<file path="src/rtl/cmt_pkg.sv">
// Shared types for the compare/match timer: FSM state encoding and its width.
package cmt_pkg;

  localparam int CMT_STATE_W = 2;

  typedef enum logic [CMT_STATE_W-1:0] {
    IDLE  = 2'd0,
    RUN   = 2'd1,
    PAUSE = 2'd2
  } cmt_state_e;

endpackage

</file>
<file path="src/rtl/cmt_shadow_regs.sv">
// Double-buffered period/compare registers: software writes land in the shadow
// pair, and the FSM decides when the shadow pair becomes the active one.
module cmt_shadow_regs
  import cmt_pkg::*;
#(
  parameter int DATA_WIDTH = 13
) (
  input  logic                  clk_i,
  input  logic                  rst_i,
  input  logic                  load_valid_i,
  input  logic [DATA_WIDTH-1:0] period_i,
  input  logic [DATA_WIDTH-1:0] compare_i,
  input  logic                  xfer_en_i,
  output logic                  load_ready_o,
  output logic [DATA_WIDTH-1:0] period_act_o,
  output logic [DATA_WIDTH-1:0] compare_act_o
);

  logic                  pending;
  logic [DATA_WIDTH-1:0] period_sh;
  logic [DATA_WIDTH-1:0] compare_sh;
  logic                  capture;
  logic                  xfer;

  // Ready is the inverse of pending, so a capture can never land on a transfer cycle.
  assign load_ready_o = ~pending;
  assign capture      = load_valid_i & ~pending;
  assign xfer         = pending & xfer_en_i;

  always_ff @(posedge clk_i or posedge rst_i) begin
    if (rst_i) begin
      pending       <= 1'b0;
      period_sh     <= '0;
      compare_sh    <= '0;
      period_act_o  <= '0;
      compare_act_o <= '0;
    end else if (capture) begin
      period_sh  <= period_i;
      compare_sh <= compare_i;
      pending    <= 1'b1;
    end else if (xfer) begin
      period_act_o  <= period_sh;
      compare_act_o <= compare_sh;
      pending       <= 1'b0;
    end
  end

endmodule

</file>
<file path="src/rtl/compare_match_timer.sv">
// Programmable up-counter with match/wrap pulses and a PWM level; period and
// compare are reloaded through a shadow stage so a running cycle never glitches.
module compare_match_timer
  import cmt_pkg::*;
#(
  parameter int DATA_WIDTH = 13
) (
  input  logic                  clk_i,
  input  logic                  rst_i,
  input  logic                  start_i,
  input  logic                  pause_i,
  input  logic                  stop_i,
  input  logic                  load_valid_i,
  output logic                  load_ready_o,
  input  logic [DATA_WIDTH-1:0] period_i,
  input  logic [DATA_WIDTH-1:0] compare_i,
  output logic [DATA_WIDTH-1:0] count_o,
  output logic                  match_o,
  output logic                  wrap_o,
  output logic                  pwm_o,
  output logic                  running_o
);

  cmt_state_e            state, state_nxt;
  logic [DATA_WIDTH-1:0] count_nxt;
  logic [DATA_WIDTH-1:0] period_act;
  logic [DATA_WIDTH-1:0] compare_act;
  logic                  is_run;
  logic                  is_pause;
  logic                  wrap_hit;
  logic                  cmp_hit;
  logic                  xfer_en;

  assign is_run   = (state == RUN);
  assign is_pause = (state == PAUSE);
  assign wrap_hit = (count_o == period_act);
  assign cmp_hit  = (count_o == compare_act);

  // Outside RUN the active regs can refresh at once; in RUN only at the wrap.
  assign xfer_en = ~is_run | wrap_hit;

  cmt_shadow_regs #(
    .DATA_WIDTH(DATA_WIDTH)
  ) u_shadow (
    .clk_i         (clk_i),
    .rst_i         (rst_i),
    .load_valid_i  (load_valid_i),
    .period_i      (period_i),
    .compare_i     (compare_i),
    .xfer_en_i     (xfer_en),
    .load_ready_o  (load_ready_o),
    .period_act_o  (period_act),
    .compare_act_o (compare_act)
  );

  always_ff @(posedge clk_i or posedge rst_i) begin
    if (rst_i) begin
      state   <= IDLE;
      count_o <= '0;
    end else begin
      state   <= state_nxt;
      count_o <= count_nxt;
    end
  end

  always_comb begin
    state_nxt = state;
    count_nxt = count_o;
    unique case (state)
      IDLE: begin
        count_nxt = '0;
        if (!pause_i && start_i) state_nxt = RUN;
      end
      RUN: begin
        // A wrap still executes on the cycle pause is requested.
        if (wrap_hit)      count_nxt = '0;
        else if (!pause_i) count_nxt = count_o + 1'b1;
        if (pause_i) state_nxt = PAUSE;
      end
      PAUSE: begin
        if (!pause_i && start_i) state_nxt = RUN;
      end
      default: begin
        state_nxt = IDLE;
        count_nxt = '0;
      end
    endcase
    if (stop_i) begin
      state_nxt = IDLE;
      count_nxt = '0;
    end
  end

  assign match_o   = is_run & cmp_hit;
  assign wrap_o    = is_run & wrap_hit;
  assign pwm_o     = (is_run | is_pause) & (count_o < compare_act);
  assign running_o = is_run;

endmodule

</file>
<file path="config.mk">
export PLATFORM = sky130hd
export DESIGN_NAME = compare_match_timer
export DESIGN_NICKNAME = d
export VERILOG_FILES = /design/src/rtl/cmt_pkg.sv /design/src/rtl/cmt_shadow_regs.sv /design/src/rtl/compare_match_timer.sv
export SDC_FILE = /design/constraint.sdc
export NUM_CORES = 1
export LEC_CHECK = 0
export CAP_MARGIN = 20
export CELL_PAD_IN_SITES_DETAIL_PLACEMENT = 1
export CELL_PAD_IN_SITES_GLOBAL_PLACEMENT = 2
export CORE_ASPECT_RATIO = 1.75
export CORE_MARGIN = 1
export CORE_UTILIZATION = 42
export CTS_BUF_LIST = sky130_fd_sc_hd__clkbuf_8 sky130_fd_sc_hd__clkbuf_16
export DETAILED_ROUTE_END_ITERATION = 16
export DONT_BUFFER_PORTS = 1
export PLACE_DENSITY = 0.85
export SETUP_SLACK_MARGIN = 0.5
export SYNTH_ARGS = -nofsm -noshare
export SYNTH_HDL_FRONTEND = slang
export SYNTH_SLANG_ARGS = --single-unit
</file>
<file path="constraint.sdc">
create_clock -name clk_i -period 2.9 [get_ports clk_i]
set_clock_uncertainty 0.1 [all_clocks]
set_input_delay 0.145 -clock clk_i [delete_from_list [all_inputs] [get_ports clk_i]]
set_output_delay 0.145 -clock clk_i [all_outputs]
set_load 0.02 [all_outputs]
</file>
==> flow_results.org, run 1 <==
** Status
- The run finished with clean final reports.

** Yosys
- Sequential element share of the synthesized area :: 48.80%
- Dividing the synthesized area by the synthesized cell count gives 12.11 um2.
- The synthesized design contains 0 enable-type register cells.
- After technology mapping, the gate count stands at 288.
- The synthesized design devotes to its leading area cell type 48.80% of total area.
- Unique cell type count in the Yosys netlist :: 43
- Counting flops with an async set or reset pin after synthesis yields a share of 100.0%.
- Post-Synthesis Cell Area :: 0.003487 mm2
- Leading cell types by total area after synthesis :: sky130_fd_sc_hd__dfrtp_1 49%, sky130_fd_sc_hd__mux2_2 11%, sky130_fd_sc_hd__mux2_4 8.2%
- Ranked by instance count, the synthesized netlist is headed by 68 x sky130_fd_sc_hd__dfrtp_1, 33 x sky130_fd_sc_hd__mux2_2, 24 x sky130_fd_sc_hd__inv_1.
- When the netlist entered floorplanning its net count stood at 338.
- The synthesized design contains 68 register bits.
- Summed over all instances, the cell type with the most area after synthesis is sky130_fd_sc_hd__dfrtp_1.
- Library cell with the highest instance count after synthesis :: sky130_fd_sc_hd__dfrtp_1
- Yosys printed 0 warnings.
- Predominant post-synthesis flop cell :: sky130_fd_sc_hd__dfrtp_1

** Clock network
- The clock tree synthesis step divided the H-tree into 3 levels.
- In this run, CTS created clock tree buffers numbering 9.
- TritonCTS built the clock tree.
- Clock latency on the worst-skew pair :: 330 ps
- CTS saw 68 sinks.
- Clock-pin slew was measured on the worst setup and hold paths at 60 ps.
- Root Buffer Master :: sky130_fd_sc_hd__clkbuf_16
- No sink is reached through more buffers than the 2 on the longest clock path.

** Power
- In this run the static leakage power is 2.070 nW.
- Highest ir drop seen on vdd :: 0.5391 mV
- Power density normalized to cell area :: 947.6 mW/mm2

** Critical path
- In this run the worst path has a maximum fanout of 8.
- Arrival time worst endpoint :: 2190 ps
- Setup Crit Path Kind :: register to output pin
- STA classifies the critical path endpoint as an output pin.
- Critical-path cell list :: buf_6 -> ha_4 -> a21o_1 -> a21o_1 -> a21oi_2 -> nor2_1 -> nor4bb_2 -> o31a_1
- Delay of the slowest critical-path stage :: 400 ps
- The slowest stage of the critical path is the sky130_fd_sc_hd__dfrtp_1 cell.
- Crit-path most repeated cell :: sky130_fd_sc_hd__a21o_1
- Setup slack of the worst register-to-register path :: 590 ps
- STA puts the critical path data required time at 2650 ps.
- The worst setup path is launched from a register.

** Placement
- Port bufs :: 0
- In this run the cell area measured after placement is 0.003676 mm2.
- Once placement completed, the tool counted placed cells totaling 386.
- The wire-length estimate of the detail-placed layout is 5935 um.
- RD Place Congestion :: 0.8847

** STA
- In the final timing run, aggregate negative setup slack is 0 ps.
- The worst path uses 83.95% of the clock period.
- Final-report hold violation count :: 0
- Derived from the worst setup path, the maximum achievable clock frequency is 410.7 MHz.
- The number of pins with negative max-slew slack in the final report came to 0.
- Final-layout worst hold slack :: 63.86 ps
- For the pin with the worst max-slew slack, the measured transition is 882.6 ps.
- Headroom to the max-slew limit came out at 41.16%.
- The routed design could run at a clock period as short as 2435 ps.
- Setup repair after global routing missed its margin :: yes
- # setup viols final :: 0

** Cells and area
- Post-route non-filler standard cell count :: 445
- Final layout net count :: 400
- Synth-to-Final Area Change :: 31.29%
- The repair_antennas step left the layout with diodes totalling 0.
- Cells with a size suffix above 1 make up 33.24% of the layout.
- Post-route standard cell area excluding fillers :: 0.004578 mm2

** GRT
- Maximum number of pins on one net before global-route repair :: 69
- Initial antenna violation count :: 0
- The total overflow left after global routing is 0.
- The first global-routing pass estimated 14,950 um of wire.
- In the global route stage, met1 resource usage came out at 25.07%.
- The number of global-route vias before repair is 2,825.
- For this run, global-route usage on met3 was measured as 4.023%.
- Overall track demand over capacity in global routing :: 23.83%
- GR met2 Demand/Resource :: 43.81%
- The global routing stage identified its most utilized layer as met2.

** Detailed routing
- Via Count :: 2,539
- Dividing the detail-routed via count by the number of cells gives 5.706.
- DRT Wirelength :: 9567 um
- In this run the remaining antenna-violating nets after routing total 0.
- The first detailed-routing pass ran for 6 iterations.
- For this block, the initial DRC count from the detailed router was 181.
- DRC violation count after routing :: 0
- Average wire per standard cell :: 21.50 um

** Die
- Overall die area :: 0.008686 mm2
- Initial Util :: 43.79%
- The die is 122.5 um tall.
- After floorplanning, the core was sized to cover 0.007963 mm2.
- Num ports :: 50
- Die X :: 70.88 um
- The floorplan has 43 rows.

** Run
- Max-cap violations in this run came to 0.

** Worst hold path
- The tightest min-delay check is of the input pin to register type.
==> flip-flops by register name (all words and copies together) (netlist names) <==
signal and count:
u_shadow.pending 1, state 2, u_shadow.period_act_o 13, count_o 13
u_shadow.period_sh 13, u_shadow.compare_act_o 13, u_shadow.compare_sh 13
==> cell type report <==
class                   count  area (um2)
well taps                  90       112.6
clock inverters             3       90.09
clock buffers              13       280.3
multi-input cells         189        1760
inverters                  24       90.09
flip-flops and latches     68        1704
fillers                   834        3385
repair buffers             58       540.5
==> critical path: cells and delay by family, from the launching register on <==
family / cells / cell delay [ps]
adders and majority gates: 1 / 220
DFF: 1 / 400
and+or+nand+nor: 2 / 330
AOI/OAI and AO/OA: 4 / 750
buffers and inverters: 1 / 160
==> per-layer routing <==
layer	vias up	part of all wire (%)	wire length, um
li1	1141	-	-
met1	1315	38	3621
met2	56	55	5267
met3	27	2.7	258
met4	0	4.4	419
met5	-	0	0
==> stage by stage <==
step	worst slack [ps]	power, mW	utilization (%)
after CTS	432.7	4.301	56.82
after detailed placement	321.4	2.834	46.17
after floorplan	641.3	2.577	-
final	465.3	4.338	57.50
after global routing	372.7	4.558	57.50
after global placement	435.8	2.744	46.17
==> placed cells by master, fill, tap and decap left out, types with 2 or more instances in the layout <==
cell,instances
sky130_fd_sc_hd__nor2b_1,2
sky130_fd_sc_hd__a21o_1,2
sky130_fd_sc_hd__and2_1,5
sky130_fd_sc_hd__a21oi_1,11
sky130_fd_sc_hd__inv_1,23
sky130_fd_sc_hd__nand2_1,11
sky130_fd_sc_hd__mux2i_1,3
sky130_fd_sc_hd__xor2_1,7
sky130_fd_sc_hd__nor2_1,5
sky130_fd_sc_hd__nand3_1,10
sky130_fd_sc_hd__dfrtp_2,2
sky130_fd_sc_hd__and3_1,4
sky130_fd_sc_hd__ha_2,2
sky130_fd_sc_hd__clkbuf_8,4
sky130_fd_sc_hd__nand4_1,6
sky130_fd_sc_hd__buf_6,4
sky130_fd_sc_hd__dfrtp_1,66
sky130_fd_sc_hd__or3_1,3
sky130_fd_sc_hd__ha_4,3
sky130_fd_sc_hd__o21ai_4,2
sky130_fd_sc_hd__mux2_2,33
sky130_fd_sc_hd__nand2_2,2
sky130_fd_sc_hd__dlygate4sd3_1,32
sky130_fd_sc_hd__mux2_4,19
sky130_fd_sc_hd__bufinv_16,3
sky130_fd_sc_hd__o211ai_1,2
sky130_fd_sc_hd__ha_1,13
sky130_fd_sc_hd__o31ai_1,2
sky130_fd_sc_hd__nor3_1,3
sky130_fd_sc_hd__o21a_1,2
sky130_fd_sc_hd__clkbuf_16,9
sky130_fd_sc_hd__buf_4,20
sky130_fd_sc_hd__a21oi_2,2
sky130_fd_sc_hd__o21ai_0,9
sky130_fd_sc_hd__xnor2_1,6
==> path summary, 6_finish.rpt <==
path	start	to	depth (start not counted)
max	count_o[6]	pwm_o	8
min	stop_i	state[1]	3
max reg2reg	count_o[10]	count_o[12]	6
min reg2reg	u_shadow.period_sh[12]	u_shadow.period_sh[12]	1
max in group asynchronous	rst_i	count_o[10]	3
min in group asynchronous	rst_i	count_o[0]	3
==> logic make-up after synthesis <==
logic type | share of synthesized area (%)
simple gates | 10.62
xor+xnor | 3.265
mux | 19.70
compound gates | 6.817
flops | 48.80
buf+inv | 4.341
fa+ha+maj | 6.459
==> where the power goes <==
group / internal, mW / total (mW) / leakage (nW) / switching [mW]
clock: 0.934 / 1.34 / 0.182 / 0.410
sequential: 1.34 / 1.62 / 0.825 / 0.277
combinational: 0.784 / 1.37 / 1.06 / 0.590
total: 3.06 / 4.34 / 2.07 / 1.28
==> timing repair <==
action                     CTS  global route
pin swaps                    7             7
cloned                       3             0
resized for setup           15             8
setup endpoints to repair   34            31
buffers inserted             5             3
hold buffers                32             0
hold endpoints to repair   103             0
Note: power is estimated with default switching activity, not from simulation.
==> run 2: changes to the inputs <==
Clock period 2.9 ns to 2.4 ns, I/O delays scaled along.
==> flow_results.org, run 2 (same netlist as run 1, synthesis figures left out) <==
** Detailed routing
- Sum of met3 wire segment lengths after detailed routing :: 364 um (+41%)
- Routed via count divided by cell count :: 5.706 (about the same)
- DRT Wirelength :: 11,630 um (+22%)
- Via Count :: 2,659 (+4.7%)
- DRC violation count after routing :: 2 (+2)
- WL met2 :: 6551 um (+24%)
- The number of DRC markers after the initial detailed-route iteration is 177 (-2.2%).
- Detailed-routing iteration count for the pre-antenna-repair pass :: 12 (+6)
- The wire length the detailed router placed on met1 came to 4201 um (+16%).
- Top Layer Used :: met4
- The antenna violation net count after detailed routing came to 0 (unchanged).
- The routed wire length per instance is 24.95 um (+16%).

** Placement
- Port bufs :: 0 (unchanged)
- Detailed placer's ending HPWL :: 6154 um (+3.7%)
- RD Place Congestion :: 0.7991 (-9.7%)
- The area of placed instances was 0.003841 mm2 (+4.5%).

** Critical path
- The critical path is of the register to output pin type.
- The worst path required time came to 2180 ps (-470 ps).
- Critical Path Sink Type :: output pin
- Startpoint Class :: register
- The stage delay of the slowest cell on the critical path was 410 ps (about the same).
- The signal on the critical path passes through buf_6 -> ha_4 -> a21o_1 -> a21o_1 -> a21oi_2 -> nor2_1 -> nor4bb_1 -> o31a_1.
- Arrival time worst endpoint :: 2270 ps (+80 ps)
- The startpoint identified for the worst register-to-register timing path is count_o[5].
- The critical path starts at count_o[6].
- The cell that appears most often on the critical path is sky130_fd_sc_hd__a21o_1.
- The peak fanout along the critical path came to 2 (-6).
- Cell type of the slowest stage on the worst timing path :: sky130_fd_sc_hd__dfrtp_2

** Clock network
- Number of CTS-inserted buffers :: 9 (unchanged)
- Clock latency on the worst-skew pair :: 350 ps (+20 ps)
- The maximum level of the CTS H-tree came to 3 (unchanged).
- TritonCTS clock tree :: built
- The clock net sink count is 68 (unchanged).
- Buffers from clock root to sink, at most :: 2 (unchanged)
- Root Buffer Master :: sky130_fd_sc_hd__clkbuf_16
- Clock input transition at the sequential cells of the worst setup and hold paths :: 70 ps (about the same)

** GRT
- Initial antenna violation count :: 0 (unchanged)
- The remaining global-route overflow came to 0 (unchanged).
- Overall track demand over capacity in global routing :: 27.50% (+3.7 points)
- Number of global-route vias before repair :: 3,041 (+7.6%)
- Global-route wire length before repair :: 17,070 um (+14%)
- The pin count of the biggest net entering global routing came to 69 (unchanged).

** Worst hold path
- The worst hold path begins at stop_i.
- The worst hold path belongs to the class input pin to register.

** STA
- Worst-margin pin slew :: 546.1 ps (-336.4 ps)
- After layout, the worst path uses 103.7% of the clock period.
- Final-report max-slew violation count :: 0 (unchanged)
- The relative slew slack came to 63.59% (+22 points).
- The post-route worst setup slack was -89.03 ps (-554.4 ps).
- # setup viols final :: 4 (+4)
- Setup repair after global routing missed its margin :: yes
- Setup TNS :: -101.0 ps (-101.0 ps)
- Crit path time final :: 2489 ps
- Final-report hold violation count :: 0 (unchanged)
- F_max :: 401.8 MHz

** Power
- P_leak :: 2.277 nW (+10%)
- The part of the total power dissipated in sequential elements is 36.0% (-1.3 points).
- The proportion of power drawn by the clock network was 28.5% (-2.5 points).
- The peak supply drop was 0.7414 mV (+38%).
- The power density of the placed cells came to 1119 mW/mm2 (+18%).
- The net load switching power was 1.799 mW (+41%).
- The share of total power in combinational logic is 35.5% (+3.8 points).
- Fraction of power spent switching nets :: 31.85% (+2.4 points)
- Int Power :: 3.849 mW (+26%)

** Cells and area
- The final antenna diode count came to 0 (unchanged).
- Final layout net count :: 421 (+5.3%)
- Most frequent cells in the layout :: 61 x sky130_fd_sc_hd__dfrtp_1, 31 x sky130_fd_sc_hd__dlygate4sd3_1, 30 x sky130_fd_sc_hd__buf_4
- The fraction of layout cells with a size suffix above 1 was 42.82% (+9.6 points).
- The post-layout instance area is 0.005050 mm2 (+10%).
- Compared with the post-synthesis result, the final layout area differs by 44.82%.
- Area of the multi-input gates :: 0.001962 mm2 (+11%)
- Leaving out fill and tap cells, the most frequent cell in the layout is sky130_fd_sc_hd__dfrtp_1.
- The sequential standard cell area was 0.001710 mm2 (+0.37%).
- Fill cell instance count of the final layout :: 763 (-8.5%)

** Die
- The initial cell density of the core is 43.79% (unchanged).
- Placeable core area :: 0.007963 mm2 (unchanged)
- Die height :: 122.5 um (unchanged)
- The die outline width is 70.88 um (unchanged).
- The die area is 0.008686 mm2 (unchanged).
- Count of standard-cell rows :: 43 (unchanged)
- Num ports :: 50 (unchanged)

** Status
- Outcome :: finished, violations left
- Failing checks :: DRC, setup timing

** Run
- The number of max-cap violations is 0 (unchanged).
run 2: cell count changes in the layout (fill, tap and decap cells not counted), moves of 3 or more:
cell	change
sky130_fd_sc_hd__o21ai_0	-7
sky130_fd_sc_hd__dfrtp_2	+5
sky130_fd_sc_hd__dfrtp_1	-5
sky130_fd_sc_hd__mux2_4	+7
sky130_fd_sc_hd__buf_12	+3
sky130_fd_sc_hd__o21ai_1	+5
sky130_fd_sc_hd__buf_6	+4
sky130_fd_sc_hd__buf_4	+10
sky130_fd_sc_hd__ha_4	+5
sky130_fd_sc_hd__mux2_2	-7
sky130_fd_sc_hd__ha_1	-3
sky130_fd_sc_hd__buf_8	+3
run 2: what timing repair did:
action	4_1_cts	5_1_grt
buffers inserted	15	2
endpoints found under the setup margin	43	43
pin swaps	25	15
resized for setup	42	23
cloned	5	0
hold endpoints to repair	109	0
hold buffers	31	0
run 2: worst max-delay path: cells and delay by family, from the launching register on:
family                   cells  cell delay, ps
buffers and inverters        1             130
AND/OR/NAND/NOR              2             360
adder cells (fa/ha/maj)      1             210
AO/OA/AOI/OAI                4             830
flip-flops                   1             410
run 2: final cells by class:
| cell class | count | share of cell area, % |
|---|---|---|
| inverter | 24 | 1.908 |
| clock inverter | 5 | 2.131 |
| timing repair buffer | 78 | 16.01 |
| sequential | 68 | 33.87 |
| multi-input combinational | 190 | 38.85 |
| tap | 90 | 2.230 |
| clock buffer | 11 | 5.005 |
run 2: per-layer routing:
layer | global-route usage [%] | vias up
li1 | - | 1189
met3 | 6.814 | 25
met2 | 49.46 | 66
met4 | 16.00 | 0
met5 | 0 | -
met1 | 28.72 | 1379
run 2: final timing paths:
kind,to,slack [ps],depth (start not counted)
max reg2reg,u_shadow.compare_act_o[1],-10,10
max in group asynchronous,count_o[5],1630,3
max,pwm_o,-90,8
min,state[1],3,3
min in group asynchronous,u_shadow.period_act_o[0],240,3
min reg2reg,u_shadow.compare_act_o[10],410,1
run 2: power by group through the flow:
| stage | sequential, mW | clock, mW | combinational [mW] |
|---|---|---|---|
| after floorplan | 1.84 | 0 | 1.32 |
| after global placement | 1.93 | 0 | 1.46 |
| after detailed placement | 1.98 | 0 | 1.55 |
| after CTS | 1.99 | 1.61 | 1.88 |
| after global routing | 2.07 | 1.66 | 2.13 |
| final | 2.04 | 1.61 | 2.01 |
run 2: through the flow:
stage,instances,power [mW],hold slack (ps),util [%],setup WS (ps)
4_1_cts,464,5.480,3.590,61.72,-19.33
3_5_place_dp,397,3.531,25.50,48.24,-62.62
2_1_floorplan,288,3.159,128.1,-,247.7
3_3_place_gp,397,3.387,14.83,48.24,-57.91
5_1_grt,466,5.873,24.17,63.42,-184.2
6_report,466,5.648,3.328,63.42,-89.03
==> run 3: changes to the inputs <==
Settings changed: ABC_AREA from default to 1, CORE_UTILIZATION 42 to 37, CTS_BUF_LIST sky130_fd_sc_hd__clkbuf_8 sky130_fd_sc_hd__clkbuf_16 to sky130_fd_sc_hd__clkbuf_16, SLEW_MARGIN from default to 20.
==> flow_results.org, run 3 <==
** Detailed routing
- The antenna violation net count after detailed routing is 0 (unchanged).
- The detailed-routing iteration count for the pre-antenna-repair pass is 4 (-8).
- Routed via count divided by cell count :: 5.014 (-12%)
- Average wire per standard cell :: 16.20 um (-35%)
- The final routed DRC violation total was 0 (-2).
- The number of DRC markers after the initial detailed-route iteration was 116 (-34%).
- DRT Wirelength :: 10,460 um (-10%)
- The via total after detailed routing is 3,239 (+22%).

** STA
- Setup repair after global routing missed its margin :: yes
- The maximum achievable frequency is 485.1 MHz (+21%).
- The final number of setup-violating endpoints is 0 (-4).
- Setup TNS :: 0 ps (+101.0 ps)
- Relative slew slack :: 45.85% (-18 points)
- Final-report hold violation count :: 1 (+1)
- The worst hold-check slack was -5.690 ps (-9.019 ps).
- Final-report max-slew violation count :: 0 (unchanged)
- Crit path time final :: 2061 ps (-427.8 ps)
- Worst-margin pin slew :: 810.5 ps (+264.4 ps)
- The final clock period utilization by the worst path came to 85.89% (-18 points).

** Critical path
- The most numerous cell type found on the critical path is sky130_fd_sc_hd__o21ai_1.
- Startpoint Class :: register
- Critical Path Sink Type :: output pin
- Data required time of the critical path :: 2180 ps (about the same)
- The stage delay of the slowest cell on the critical path came to 460 ps (+50 ps).
- Setup Crit Path Kind :: register to output pin
- Cell type of the slowest stage on the worst timing path :: sky130_fd_sc_hd__dfrtp_2
- The peak fanout along the critical path is 7 (+5).
- The critical path arrival was 1840 ps (-430 ps).
- The critical path goes through ha_1 -> nand2_1 -> o21ai_1 -> a21oi_2 -> o21ai_1 -> nor2_2.

** Clock network
- Number of CTS-inserted buffers :: 9 (unchanged)
- The clock-pin slew reported for the worst setup and hold paths after clock tree synthesis is 60 ps (about the same).
- Clock latency on the worst-skew pair :: 340 ps (about the same)
- TritonCTS built the clock tree.
- The clock net sink count is 68 (unchanged).
- The maximum level of the CTS H-tree is 3 (unchanged).
- The root buffer cell chosen for the clock tree is sky130_fd_sc_hd__clkbuf_16.
- The largest buffer count on any clock path came to 2 (unchanged).

** Placement
- The port buffer count was 0 (unchanged).
- Detailed placer's ending HPWL :: 7160 um (+16%)
- The placer's final routability congestion estimate came to 0.8523 (+6.7%).

** Yosys
- The area fraction of the dominant cell type after synthesis was 46.09% (-2.7 points).
- The share of flip-flops with an asynchronous set or reset after synthesis is 100.0% (unchanged).
- The cell count after synthesis was 458 (+59%).
- The number of flops mapped to enable cells by yosys is 0 (unchanged).
- Unique cell type count in the Yosys netlist :: 26 (-40%)
- By instance count, the leading cell after synthesis is sky130_fd_sc_hd__nand2_1.
- Avg Cell Area, Syn :: 8.062 um2 (-33%)
- The most used flip-flop cell after synthesis is sky130_fd_sc_hd__dfrtp_1.
- The commonest cells after synthesis are 125 x sky130_fd_sc_hd__nand2_1, 68 x sky130_fd_sc_hd__dfrtp_1, 68 x sky130_fd_sc_hd__inv_1.
- Leading cell types by total area after synthesis :: sky130_fd_sc_hd__dfrtp_1 46%, sky130_fd_sc_hd__nand2_1 13%, sky130_fd_sc_hd__inv_1 6.9%
- Sequential element share of the synthesized area :: 46.09% (-2.7 points)
- The post-synth net total came to 508 (+50%).
- The synthesized cell area is 0.003692 mm2 (+5.9%).
- Library cell with the largest summed area after synthesis :: sky130_fd_sc_hd__dfrtp_1
- The count of yosys warnings during synthesis came to 0 (unchanged).
- Post-synthesis sequential element count :: 68 (unchanged)

** Die
- Overall die area :: 0.01040 mm2 (+20%)
- The total core area came to 0.009585 mm2 (+20%).
- Die X :: 77.52 um (+9.4%)
- Num ports :: 50 (unchanged)
- Initial Util :: 38.52% (-5.3 points)
- The height of the chip was 134.2 um (+9.5%).
- Count of standard-cell rows :: 47 (+9.3%)

** Cells and area
- Antenna diode count :: 0 (unchanged)
- Most common cell after layout, fill and taps aside :: sky130_fd_sc_hd__nand2_1
- Most frequent cells in the layout :: 119 x sky130_fd_sc_hd__nand2_1, 67 x sky130_fd_sc_hd__inv_1, 59 x sky130_fd_sc_hd__dfrtp_1
- The final-layout fill cell count is 1,111 (+46%).
- The layout net count came to 569 (+35%).
- Compared with the post-synthesis result, the final layout area differs by 32.73%.
- The fraction of layout cells with a size suffix above 1 was 23.09% (-20 points).

** Worst hold path
- The worst hold path belongs to the class input pin to register.

** GRT
- Total gr overflow :: 0 (unchanged)
- The first-pass GRT wire length came to 16,750 um (-1.9%).
- The initial antenna violation count was 0 (unchanged).
- Maximum number of pins on one net before global-route repair :: 37 (-46%)
- Overall track demand over capacity in global routing :: 21.24% (-6.3 points)
- The number of global-route vias before repair is 3,417 (+12%).

** Status
- Failing checks :: hold timing
- Outcome :: finished, violations left

** Power
- The leakage power total came to 2.391 nW (+5.0%).
- The power density of the placed cells came to 1082 mW/mm2 (-3.3%).
- Highest ir drop seen on vdd :: 0.5925 mV (-20%)
- Overall power consumption :: 5.303 mW (-6.1%)

** Run
- The number of max-cap violations is 0 (unchanged).
[run 3: final cells by class]
class | instances | area (um2) | area share [%]
clock inverter | 7 | 67.56 | 1.379
multi-input combinational | 308 | 1856 | 37.86
sequential | 68 | 1713 | 34.95
inverter | 70 | 266.5 | 5.438
clock buffer | 9 | 225.2 | 4.595
tap | 122 | 152.6 | 3.115
timing repair buffer | 62 | 620.6 | 12.66
[run 3: where the power goes]
| group | switching, mW | internal [mW] |
|---|---|---|
| Sequential | 0.310 | 1.59 |
| Clock | 0.496 | 0.797 |
| Combinational | 1.25 | 0.863 |
[run 3: path summary, 6_finish.rpt]
| kind | from | to | slack [ps] | depth (start not counted) |
|---|---|---|---|---|
| worst max-delay path | count_o[11] | pwm_o | 340 | 6 |
| worst min-delay path | pause_i | state[1] | -6 | 3 |
| worst max register to register | count_o[6] | u_shadow.compare_act_o[3] | 540 | 12 |
| worst min register to register | u_shadow.compare_act_o[6] | u_shadow.compare_act_o[6] | 380 | 2 |
| max in group asynchronous | rst_i | u_shadow.compare_sh[5] | 1250 | 3 |
| min in group asynchronous | rst_i | u_shadow.period_sh[10] | 330 | 2 |
[run 3: routing by layer]
metal | part of all wire, % | vias to the layer above | GRT usage [%]
met5 | 0 | - | 0
met4 | 4.7 | 0 | 11.95
met3 | 3.4 | 34 | 4.218
met2 | 56 | 69 | 39.63
met1 | 36 | 1577 | 21.55
li1 | - | 1559 | -
[run 3: worst max-delay path, delay by kind of cell (launching register included)]
family / cells / cell delay, ps
DFF: 1 / 460
AOI/OAI and AO/OA: 3 / 370
and+or+nand+nor: 2 / 360
adders and majority gates: 1 / 320
[run 3: stage by stage]
stage	std cells	cell area, um2	utilization [%]	worst slack, ps	hold WS [ps]
3_5_place_dp	586	3916	40.86	352.1	81.56
2_1_floorplan	458	3696	-	615.8	170.5
4_1_cts	637	4723	49.28	306.2	16.40
3_3_place_gp	586	3916	40.86	378.1	88.76
6_report	646	4901	51.13	338.7	-5.690
5_1_grt	646	4901	51.13	280.7	48.85
[run 3: kinds of logic (layout without fill, tap and decap cells)]
family / Yosys count / count (layout) / share of synthesized area [%]
AOI/OAI and AO/OA: 60 / 60 / 10.17
muxes: 8 / 8 / 2.440
adders and majority gates: 18 / 18 / 6.100
xor gates and xnor gates: 4 / 4 / 0.9490
DFF: 68 / 68 / 46.09
and+or+nand+nor: 216 / 218 / 24.23
buffers and inverters: 84 / 148 / 10.03
[run 3: what timing repair did]
| action | CTS | global route |
|---|---|---|
| setup endpoints to repair | 52 | 49 |
| gates resized for setup | 40 | 20 |
| pin swaps | 6 | 8 |
| gates cloned | 2 | 1 |
| hold buffers | 29 | 0 |
| setup buffers | 4 | 8 |
| hold endpoints to repair | 66 | 0 |
